$ cat config.mk
export PLATFORM = sky130hd
export DESIGN_NAME = dec2bin_accum_flat
export DESIGN_NICKNAME = d
export VERILOG_FILES = /design/src/rtl/dec2bin_pkg.sv /design/src/rtl/dec2bin_accum_if.sv /design/src/rtl/mul10_add.sv /design/src/rtl/dec2bin_accum.sv /design/src/flat_wrapper.sv
export SDC_FILE = /design/constraint.sdc
export NUM_CORES = 1
export LEC_CHECK = 0
export BUFFER_PORTS_ARGS = -buffer_cell sky130_fd_sc_hd__buf_2
export CAP_MARGIN = 15
export CORE_MARGIN = 1.5
export CORE_UTILIZATION = 55
export CTS_BUF_LIST = sky130_fd_sc_hd__clkbuf_16
export DETAILED_ROUTE_END_ITERATION = 16
export PLACE_DENSITY_LB_ADDON = 0.1
export SYNTH_ARGS = -nofsm -noshare
export SYNTH_HDL_FRONTEND = slang
export SYNTH_SLANG_ARGS = --single-unit
$ cat constraint.sdc
create_clock -name clk -period 8.8 [get_ports clk]
set_clock_uncertainty 0.15 [all_clocks]
set_input_delay 0.88 -clock clk [delete_from_list [all_inputs] [get_ports clk]]
set_output_delay 0.88 -clock clk [all_outputs]
set_load 0.005 [all_outputs]
$ cat src/rtl/dec2bin_pkg.sv
// dec2bin_pkg: shared state encoding and ASCII constants for the decimal-to-binary converter.
package dec2bin_pkg;
    typedef enum logic [1:0] {IDLE, ACCUM, DONE} state_t;
    localparam logic [7:0] ASCII_0  = 8'h30;
    localparam logic [7:0] ASCII_9  = 8'h39;
    localparam logic [7:0] ASCII_CR = 8'h0D;
    localparam logic [7:0] ASCII_LF = 8'h0A;
endpackage

$ cat src/rtl/dec2bin_accum_if.sv
// dec2bin_accum_if: byte-in / result-out handshake bundle for the decimal converter.
interface dec2bin_accum_if #(parameter int WIDTH = 32);
    logic [7:0]       in_data;
    logic             in_valid;
    logic             in_ready;
    logic [WIDTH-1:0] out_value;
    logic [3:0]       out_digits;
    logic             out_overflow;
    logic             out_error;
    logic             out_valid;
    logic             out_ready;
    modport master (output in_data, in_valid, out_ready,
                    input  in_ready, out_value, out_digits, out_overflow, out_error, out_valid);
    modport slave  (input  in_data, in_valid, out_ready,
                    output in_ready, out_value, out_digits, out_overflow, out_error, out_valid);
endinterface

$ cat src/rtl/mul10_add.sv
// mul10_add: acc*10 + digit at WIDTH+4 bits, saturating to all-ones when the top nibble is set.
module mul10_add #(parameter int WIDTH = 32) (
    input  logic [WIDTH-1:0] acc,
    input  logic [3:0]       digit,
    output logic [WIDTH-1:0] sum,
    output logic             ovf
);
    logic [WIDTH+3:0] wide;
    assign wide = ({4'b0, acc} << 3) + ({4'b0, acc} << 1) + {{WIDTH{1'b0}}, digit};
    assign ovf  = |wide[WIDTH+3:WIDTH];
    assign sum  = ovf ? '1 : wide[WIDTH-1:0];
endmodule

$ cat src/rtl/dec2bin_accum.sv
// dec2bin_accum: accumulates an ASCII decimal byte stream into one binary result per CR/LF-terminated number.
module dec2bin_accum
    import dec2bin_pkg::*;
#(parameter int WIDTH = 32) (
    input logic         clk,
    input logic         reset,
    dec2bin_accum_if.slave bus
);
    state_t           state;
    logic [WIDTH-1:0] acc, sum;
    logic [3:0]       digits;
    logic             ovf, err, mul_ovf, fire, is_digit, is_term;
    assign fire     = bus.in_valid && bus.in_ready;
    assign is_digit = bus.in_data >= ASCII_0 && bus.in_data <= ASCII_9;
    assign is_term  = bus.in_data == ASCII_CR || bus.in_data == ASCII_LF;
    mul10_add #(.WIDTH(WIDTH)) u_mul (.acc(acc), .digit(bus.in_data[3:0]), .sum(sum), .ovf(mul_ovf));
    always_ff @(posedge clk) begin
        if (reset) begin
            state            <= IDLE;
            acc              <= '0;
            digits           <= '0;
            ovf              <= 1'b0;
            err              <= 1'b0;
            bus.in_ready     <= 1'b0;
            bus.out_valid    <= 1'b0;
            bus.out_value    <= '0;
            bus.out_digits   <= '0;
            bus.out_overflow <= 1'b0;
            bus.out_error    <= 1'b0;
        end else begin
            case (state)
                DONE: if (bus.out_ready) begin
                    state         <= IDLE;
                    acc           <= '0;
                    digits        <= '0;
                    ovf           <= 1'b0;
                    err           <= 1'b0;
                    bus.out_valid <= 1'b0;
                    bus.in_ready  <= 1'b1;
                end
                default: begin
                    bus.in_ready <= 1'b1;
                    if (fire && is_digit) begin
                        // once saturated, later digits must not bring the value back below all-ones
                        acc    <= ovf ? '1 : sum;
                        ovf    <= ovf | mul_ovf;
                        digits <= digits + {3'b0, digits != 4'hF};
                        state  <= ACCUM;
                    end else if (fire && is_term && state == ACCUM) begin
                        state            <= DONE;
                        bus.out_value    <= acc;
                        bus.out_digits   <= digits;
                        bus.out_overflow <= ovf;
                        bus.out_error    <= err;
                        bus.out_valid    <= 1'b1;
                        bus.in_ready     <= 1'b0;
                    end else if (fire && !is_term) begin
                        err   <= 1'b1;
                        state <= ACCUM;
                    end
                end
            endcase
        end
    end
endmodule

$ cat src/flat_wrapper.sv
// flat-port wrapper written by rule: the top's interface ports become plain ports
module dec2bin_accum_flat import dec2bin_pkg::*;
#(parameter int WIDTH = 32)
  (clk, reset, bus_in_data, bus_in_valid, bus_out_ready, bus_in_ready, bus_out_value, bus_out_digits, bus_out_overflow, bus_out_error, bus_out_valid);
  dec2bin_accum_if #(.WIDTH(WIDTH)) bus_i ();
  input logic clk;
  input logic reset;
  input wire logic [$bits(bus_i.in_data)-1:0] bus_in_data;
  input wire logic [$bits(bus_i.in_valid)-1:0] bus_in_valid;
  input wire logic [$bits(bus_i.out_ready)-1:0] bus_out_ready;
  output wire logic [$bits(bus_i.in_ready)-1:0] bus_in_ready;
  output wire logic [$bits(bus_i.out_value)-1:0] bus_out_value;
  output wire logic [$bits(bus_i.out_digits)-1:0] bus_out_digits;
  output wire logic [$bits(bus_i.out_overflow)-1:0] bus_out_overflow;
  output wire logic [$bits(bus_i.out_error)-1:0] bus_out_error;
  output wire logic [$bits(bus_i.out_valid)-1:0] bus_out_valid;
  assign bus_i.in_data = bus_in_data;
  assign bus_i.in_valid = bus_in_valid;
  assign bus_i.out_ready = bus_out_ready;
  assign bus_in_ready = bus_i.in_ready;
  assign bus_out_value = bus_i.out_value;
  assign bus_out_digits = bus_i.out_digits;
  assign bus_out_overflow = bus_i.out_overflow;
  assign bus_out_error = bus_i.out_error;
  assign bus_out_valid = bus_i.out_valid;
  dec2bin_accum #(.WIDTH(WIDTH)) u_core (.clk(clk), .reset(reset), .bus(bus_i));
endmodule
-- Yosys cells after proc, flatten, opt, wreduce, memory -nomap -nowiden
Cells that the tools add are included.
- reduce and logical (&&, ||, !) cells: 18
- equal/unequal tests: 8
- $lt $le $gt $ge: 2
- bitwise gates (word level): 3
- muxes and demuxes: 27
- $add $sub $neg: 3
- operator list (operator ; number):
    $mux W32 ; 5
    $add A35 B33 Y36 ; 1
    $add A36 B4 Y36 ; 1
    $eq A8 B4 Y1 const B ; 2
    $mux W1 ; 14
    $mux W4 ; 3
    $mux W2 ; 5
    $ge A8 B6 Y1 const B ; 1
    $le A8 B6 Y1 const B ; 1
    $logic_and A1 B1 Y1 ; 6
    $ne A2 B2 Y1 const B ; 3
    $reduce_and A3 Y1 ; 2
    $reduce_bool A2 Y1 ; 3
    $add A4 B1 Y4 ; 1
    $ne A4 B4 Y1 const B ; 1
    $reduce_and A2 Y1 ; 2
    $reduce_and A4 Y1 ; 1
    $reduce_bool A4 Y1 ; 1
    $reduce_or A4 Y1 ; 1
    $eq A2 B1 Y1 const B ; 1
    $eq A2 B2 Y1 const B ; 1
    $not A1 Y1 ; 2
    $logic_not A1 Y1 ; 1
    $logic_or A1 B1 Y1 ; 1
    $or A1 B1 Y1 ; 1
- input bits: 12
- output and inout port bits: 40
- flip-flop bits (word level): 80

-- Logic depth before layout (Yosys ltp)
Gate-level depths: netlist of the first run.
- word-level depth: 8
- depth in mapped cells: 14
- mapped depth without buffers: 13

-- Hierarchy
Synthesis of the first run repeated with hierarchy kept, for this count alone.
- cell total of the unflattened synthesis: 666
- area total of the unflattened synthesis: 5313.8 sq um
- modules (own cells, without submodules) (module ; cells an instance ; times used ; area each (sq um) ; sequential area each (sq um)):
    dec2bin_accum ; 371 ; 1 ; 3126.7 ; 1601.5
    mul10_add ; 295 ; 1 ; 2187.1 ; 0.0

-- Worst setup path after synthesis of the first run
Ideal clock, no wire load.
- kind: input -> register
- start point: input port bus_in_data[3]
- end point: register u_core.acc[1]
- path buffers: 1
- stages on the path: 13
- setup slack: 4.602 ns
- data arrival time: 3.906 ns
- data required time: 8.508 ns
- cells stage by stage: fa_1 -> inv_1 -> fa_1 -> nor2b_1 -> o31a_1 -> o2111ai_2 -> nand2_1 -> a31oi_1 -> o41ai_1 -> xor2_1 -> nor4_4 -> buf_6 -> a211oi_1
- cells in the longest elaborated chain, start to end: 6
- ends and longest elaborated chain (element ; RTL line ; RTL):
    from (decl) ; flat_wrapper.sv:8 ; input wire logic [$bits(bus_i.in_data)-1:0] bus_in_data;
    $add A36 B4 Y36 ; mul10_add.sv:9 ; assign wide = ({4'b0, acc} << 3) + ({4'b0, acc} << 1) + {{WIDTH{1'b0}}, digit};
    $reduce_or A4 Y1 ; mul10_add.sv:10 ; assign ovf = |wide[WIDTH+3:WIDTH];
    $mux W32 ; mul10_add.sv:11 ; assign sum = ovf ? '1 : wide[WIDTH-1:0];
    $mux W32 ; dec2bin_accum.sv:45 ; acc <= ovf ? '1 : sum;
    $mux W32 ; dec2bin_accum.sv:43 ; if (fire && is_digit) begin
    $mux W32 ; dec2bin_accum.sv:31 ; case (state)
    to (signal assigned) ; dec2bin_accum.sv:45 ;
    to (decl) ; dec2bin_accum.sv:10 ; logic [WIDTH-1:0] acc, sum;
Several ways; a longest one is shown, not always the timed one. The select of a mux whose other input is x is not followed.
A chain may end at the register's enable or synchronous reset.

-- Final worst setup path of the first run
- start point: input port bus_in_data[3]
- end point: register u_core.acc[27]
The elaborated chain is that of the path after synthesis.

==> results of run 1 <==
[worst paths after layout]
| check | startpoint | endpoint | slack [ns] | cells past startpoint |
|---|---|---|---|---|
| max | bus_in_data[3] | u_core.acc[27] | 4.37 | 14 |
| min | u_core.bus.out_digits[1] | u_core.bus.out_digits[1] | 0.30 | 2 |
| max reg2reg | u_core.acc[0] | u_core.acc[27] | 4.67 | 13 |
| min reg2reg | u_core.bus.out_digits[1] | u_core.bus.out_digits[1] | 0.30 | 2 |
[placed cells by master (no fill, tap or decap), types with 2 or more instances in the layout]
cell type,synthesis,layout
nand3_1,13,13
o21a_1,3,3
nor2b_1,4,3
a31oi_1,7,7
nor3_1,10,9
nor2_1,34,33
inv_1,14,14
clkinvlp_4,0,2
o31ai_1,2,2
a21oi_1,123,123
a21o_1,10,10
xor2_1,13,13
o31a_1,2,2
a221oi_1,2,2
o21bai_1,2,2
nand2_1,105,105
buf_2,0,51
and2_1,4,4
clkbuf_16,0,9
a211oi_1,25,25
dfxtp_1,80,80
a41oi_1,2,2
nand3b_1,4,4
o21ai_0,24,24
o211ai_1,5,5
buf_4,0,6
or2_2,2,2
o21ai_2,2,2
ha_1,65,65
or3_1,3,3
a22oi_1,2,2
a211oi_2,5,5
nand4_1,3,3
a21boi_0,2,2
nand2b_1,4,4
xnor2_1,15,15
and3_1,5,5
inv_6,0,3
fa_1,2,2
a311oi_1,8,8
[Yosys cell counts (4+ instances only)]
master / number / area, sq um
a311oi_1: 8 / 70.1
nand2b_1: 4 / 25.0
clkbuf_1: 28 / 105
nand3b_1: 4 / 30.0
o21ai_0: 24 / 120
nor3_1: 10 / 50.1
xor2_1: 13 / 114
a211oi_1: 25 / 188
a211oi_2: 5 / 62.6
and3_1: 5 / 31.3
a21o_1: 10 / 75.1
dfxtp_1: 80 / 1600
nand3_1: 13 / 65.1
nor2_1: 34 / 128
nor2b_1: 4 / 25.0
and2_1: 4 / 25.0
inv_1: 14 / 52.6
o211ai_1: 5 / 37.5
nand2_1: 105 / 394
ha_1: 65 / 813
xnor2_1: 15 / 131
a31oi_1: 7 / 43.8
a21oi_1: 123 / 616
[through the flow]
stage	area, sq um	worst slack, ns	cells
2_1_floorplan	5200	4.60	649
3_3_place_gp	5520	4.13	786
3_5_place_dp	5520	4.04	786
4_1_cts	5800	4.38	802
5_1_grt	5800	4.16	802
6_report	5800	4.37	802
[per-layer routing]
layer  up-vias  wire [um]  GRT usage (%)
met4         0        202           7.48
li1       2443          -              -
met5         -          0              0
met3        24        372           3.97
met2       101       6070           44.2
met1      2235       5910           33.2
[layout make-up]
class / count / area [sq um] / share of cell area, %
tap: 111 / 139 / 2.40
multi-input combinational: 524 / 3420 / 59.1
clock inverter: 7 / 53.8 / 0.928
clock buffer: 9 / 225 / 3.89
sequential: 80 / 1600 / 27.6
timing repair buffer: 57 / 300 / 5.18
inverter: 14 / 52.6 / 0.907
[flip-flops by register name (all words and copies together) (netlist names), 2 cells and up]
name	flops
u_core.acc	32
u_core.bus.out_digits	4
u_core.bus.out_value	32
u_core.digits	4
u_core.state	2
[cells by family (layout without fill, tap and decap cells)]
group | count (synthesis) | in the layout | synth area share, %
compound gates | 233 | 233 | 27.6
simple gates | 196 | 196 | 16.8
flops | 80 | 80 | 30.8
fa+ha+maj | 67 | 67 | 16.4
buf+inv | 45 | 87 | 3.68
xor+xnor | 28 | 28 | 4.72
[tightest hold or removal path, delay by kind of cell (launching register included)]
kind | cells | cell delay (ns)
AND/OR/NAND/NOR | 1 | 0.05
AO/OA/AOI/OAI | 1 | 0.05
flip-flops | 1 | 0.31
[report_power, final]
group          leakage [nW]  switching, mW  internal (mW)
Sequential            0.645       0.000743          0.363
Combinational          1.75         0.0117        0.00546
Clock                 0.130          0.161          0.194
Total                  2.53          0.174          0.562
==> results.sh, run 1 <==
export IMPL_outcome="completed"
export IMPL_grt_first_pass_wirelength_um=21000
export IMPL_clock_fmax_mhz=226
export IMPL_fp_dieArea_sq_um=10000
export IMPL_power_density_nw_per_um2=127
export IMPL_hpwl_um=8910
export IMPL_cts_made_buffers=9
export IMPL_vias=4803
export IMPL_ant_nets=0
export IMPL_start_util_pct=56.6
export IMPL_io_buffer_count=51
export IMPL_setup_tns_ns=0
export IMPL_worstPathArrival_ns=4.46
export IMPL_num_io_pins=52
export IMPL_cts_max_level=3
export IMPL_coreArea_sq_um=9200
export IMPL_hp_class="reg2reg"
export IMPL_p_leak_nw=2.53
export IMPL_grt_usage_pct=25.6
export IMPL_yosysWarnings=0
export IMPL_num_nets_final=765
export IMPL_path_cells="buf_2, fa_1, inv_1, fa_1, nor2b_1, o31a_1, o2111ai_2, nand2_1, a31oi_1, o41ai_1, xor2_1, nor4_4, buf_4, a311oi_1"
export IMPL_cts_resized=0
export IMPL_synth_edf_count=0
export IMPL_finalCritPeriodShare_pct=50.4
export IMPL_ys_seq_area_share_pct=30.8
export IMPL_fillCellCount=825
export IMPL_place_gp_congestion=0.976
export IMPL_finalSetupViolations=0
export IMPL_cts_tree="done"
export IMPL_routed_via_density=5.99
export IMPL_ir_drop_mv=0.110
export IMPL_ys_seq_elements=80
export IMPL_relSlewSlack_pct=44.3
export IMPL_end_kind="flip-flop"
export IMPL_finalHoldViolCount=0
export IMPL_cts_sinks=80
export IMPL_grt_ovfl_total=0
export IMPL_clk_path_buf_depth=2
export IMPL_final_core_util_pct=63.0
export IMPL_syn_to_final_growth_pct=11.4
export IMPL_finalPower_mw=0.736
export IMPL_drv_slew=0
export IMPL_post_cts_buffers=0
export IMPL_antenna_found_initial=0
export IMPL_fin_hold_ws_ns=0.300
export IMPL_avgSynthCellArea_sq_um=8.01
export IMPL_syn_nets=728
export IMPL_drt_pass1_iter_count=4
export IMPL_worst_slew_pin_slew_ns=0.835
export IMPL_drive_above_1_share_pct=12.7
export IMPL_grt_max_degree=80
export IMPL_synth_top_flop_cell="dfxtp_1"
export IMPL_cts_root_buffer="clkbuf_16"
export IMPL_cp_slowest_cell="fa_1"
export IMPL_cp_required_ns=8.82
export IMPL_ys_types=49
export IMPL_wl_per_cell_um=15.7
export IMPL_n_antenna_cell=0
export IMPL_grt_pass1_vias=4435
export IMPL_drcViolationCount=0
export IMPL_grt_setup_unrepaired="no"
export IMPL_period_needed_ns=4.43
export IMPL_slowest_delay_ns=0.56
export IMPL_fp_row_count=35
export IMPL_crit_buf_inv=3
export IMPL_dr_first_iter_drc_count=172
export IMPL_async_flop_share_pct=0
export IMPL_crit_top_cell="fa_1"
export IMPL_worstSetupPathType="in2reg"
export IMPL_crit_family="compound AO/OA/AOI/OAI gates"
export IMPL_cp_max_fo=33
export IMPL_cap_violations=0
export IMPL_cts_hold_buffers=0
export IMPL_die_h_um=100
export IMPL_cp_start_kind="input pin"
export IMPL_syn_inst=649
export IMPL_clk_latency_ns=0.33
export IMPL_drt_total_wl_um=12600
export IMPL_die_x_um=100
export IMPL_syn_area_sq_um=5200
export IMPL_clk_pin_slew_ns=0.06
Power figures use the tool's default switching activity.
==> run 2, diff against run 1 <==
--- a/config.mk
+++ b/config.mk
@@ -8,7 +8,7 @@
 export BUFFER_PORTS_ARGS = -buffer_cell sky130_fd_sc_hd__buf_2
 export CAP_MARGIN = 15
 export CORE_MARGIN = 1.5
-export CORE_UTILIZATION = 55
+export CORE_UTILIZATION = 54
 export CTS_BUF_LIST = sky130_fd_sc_hd__clkbuf_16
 export DETAILED_ROUTE_END_ITERATION = 16
 export PLACE_DENSITY_LB_ADDON = 0.1
==> constraint.sdc (replaced) <==
create_clock -name clk -period 3.8 [get_ports clk]
set_clock_uncertainty 0.15 [all_clocks]
set_input_delay 0.38 -clock clk [delete_from_list [all_inputs] [get_ports clk]]
set_output_delay 0.38 -clock clk [all_outputs]
set_load 0.005 [all_outputs]
==> run 2 against run 1 <==
  * Combinational power increased by 130%
  * Non-clock buffer count is 19 higher
  * Hold slack worse by 0.089 ns
  * Highest routed layer unchanged
  * Total power rose by 140%
  * Critical path depth is 1 higher
  * Flip-flop and latch count is the same
  * Worst setup slack worse by 4.2 ns
  * Sequential share of layout area shrank 1.1 points
  * Routed wire length increased by 4.7%
  * Via count increased by 2.6%
  * Cell area up 4.4%
  * Count of clock-buffer cells in the layout unchanged
==> results.sh, run 2 (synthesized netlist as in run 1, its figures left out) <==
export IMPL_outcome="completed"
export IMPL_power_density_nw_per_um2=293
export IMPL_drt_total_wl_um=13200
export IMPL_fin_ws_ns=0.144
export IMPL_cp_start_kind="flip-flop"
export IMPL_placed_area_sq_um=5680
export IMPL_hpwl_um=9420
export IMPL_cts_sinks=80
export IMPL_drv_slew=0
export IMPL_grt_pass1_vias=4556
export IMPL_antenna_found_initial=0
export IMPL_grt_max_degree=46
export IMPL_hp_class="in2reg"
export IMPL_end_kind="flip-flop"
export IMPL_finalHoldViolCount=0
export IMPL_syn_to_final_growth_pct=16.4
export IMPL_drive_above_1_share_pct=15.7
export IMPL_cts_hold_buffers=0
export IMPL_p_clk_share_pct=50.3
export IMPL_worstPathArrival_ns=3.69
export IMPL_vias=4926
export IMPL_cts_max_level=3
export IMPL_worstSetupPathType="reg2reg"
export IMPL_slowest_delay_ns=0.35
export IMPL_fp_row_count=35
export IMPL_routed_via_density=5.89
export IMPL_p_int_mw=1.42
export IMPL_crit_top_cell="buf_4"
export IMPL_n_antenna_cell=0
export IMPL_cp_max_fo=16
export IMPL_wl_per_cell_um=15.7
export IMPL_coreArea_sq_um=9280
export IMPL_grt_ovfl_total=0
export IMPL_relSlewSlack_pct=58.9
export IMPL_io_buffer_count=51
export IMPL_cts_made_buffers=9
export IMPL_p_switching_mw=0.358
export IMPL_pre_cts_ws_ns=-0.120
export IMPL_finalSetupViolations=0
export IMPL_clk_path_buf_depth=2
export IMPL_final_cells=836
export IMPL_cap_violations=0
export IMPL_layout_common_cells="a21oi_1, nand2_1, dfxtp_1"
export IMPL_reg_top3="u_core.acc: 32 flops, u_core.bus.out_value: 32 flops"
export IMPL_final_area_sq_um=6050
export IMPL_p_leak_nw=2.66
export IMPL_netSwitchingFraction_pct=20.2
export IMPL_path_cells="buf_4, ha_1, ha_4, and2_1, a221oi_2, a21o_1, a31oi_1, buf_4, a311o_1, nand3_1, o21ai_1, nor4_4, buf_4, clkbuf_16, a211oi_1"
export IMPL_cp_slowest_cell="a311o_1"
export IMPL_cp_required_ns=3.83
export IMPL_combPwrFrac_pct=2.3
export IMPL_cts_root_buffer="clkbuf_16"
export IMPL_fp_dieArea_sq_um=10200
export IMPL_period_needed_ns=3.66
export IMPL_final_common_cell="a21oi_1"
export IMPL_grt_first_pass_wirelength_um=21200
export IMPL_ir_drop_mv=0.326
export IMPL_start_util_pct=56.0
export IMPL_cts_tree="done"
export IMPL_place_inst=819
export IMPL_r2r_slack_ns=0.14
export IMPL_die_h_um=101
export IMPL_clk_latency_ns=0.33
export IMPL_fillCellCount=850
export IMPL_place_gp_congestion=0.920
export IMPL_grt_usage_pct=25.6
export IMPL_worst_slew_pin_slew_ns=0.615
export IMPL_drcViolationCount=0
export IMPL_num_nets_final=784
export IMPL_finalPower_mw=1.78
export IMPL_finalCritPeriodShare_pct=96.2
export IMPL_drt_pass1_iter_count=5
export IMPL_ant_nets=0
export IMPL_clk_pin_slew_ns=0.06
export IMPL_seqPwrFrac_pct=47.5
export IMPL_dr_first_iter_drc_count=156
export IMPL_clock_fmax_mhz=274
export IMPL_num_io_pins=52
export IMPL_die_x_um=101
## run 2: power by group through the flow
| stage | Sequential, mW | Combinational (mW) | Clock, mW |
|---|---|---|---|
| after floorplan | 0.861 | 0.0258 | 0 |
| after global placement | 0.861 | 0.0393 | 0 |
| after detailed placement | 0.861 | 0.0401 | 0 |
| after CTS | 0.843 | 0.0403 | 0.902 |
| after global routing | 0.842 | 0.0455 | 0.940 |
| final | 0.843 | 0.0403 | 0.892 |
## run 2: metrics by stage
stage	hold slack, ns	setup TNS (ns)	utilization [%]
2_1_floorplan	0.281	0	-
3_3_place_gp	0.289	-0.00803	61.1
3_5_place_dp	0.294	-2.95	61.1
4_1_cts	0.207	0	64.4
5_1_grt	0.251	-0.123	65.2
6_report	0.211	0	65.2
## run 2: area by class of cell
type                    instances  area (sq um)  area share (%)
clock buffers                   9           225            3.72
clock inverters                 4          72.6            1.20
inverters                      14          52.6           0.868
multi-input cells             524          3450            57.0
flip-flops and latches         80          1600            26.5
well taps                     129           161            2.67
repair buffers                 76           485            8.02
## run 2: timing repair
item,CTS,global route
resized for setup,0,7
buffers inserted,0,3
setup endpoints to repair,0,33
## run 2: critical path, delay by kind of cell, from the launching register on
kind / cells / cell delay (ns)
and+or+nand+nor: 3 / 0.58
AOI/OAI and AO/OA: 6 / 1.14
adders and majority gates: 2 / 0.60
buffers and inverters: 4 / 0.71
DFF: 1 / 0.33
## run 2: routing by layer
metal / track usage [%] / part of all wire, % / vias up
li1: - / - / 2467
met1: 32.7 / 46 / 2311
met2: 43.9 / 48 / 120
met3: 3.93 / 3.5 / 28
met4: 8.97 / 2.5 / 0
met5: 0 / 0 / -
## run 2: final timing paths
check,cells past startpoint,start,to
setup / recovery,15,u_core.acc[2],u_core.acc[30]
hold / removal,3,bus_out_ready,u_core.bus.in_ready
setup reg to reg,15,u_core.acc[2],u_core.acc[30]
hold reg to reg,2,u_core.bus.out_value[30],u_core.bus.out_value[30]
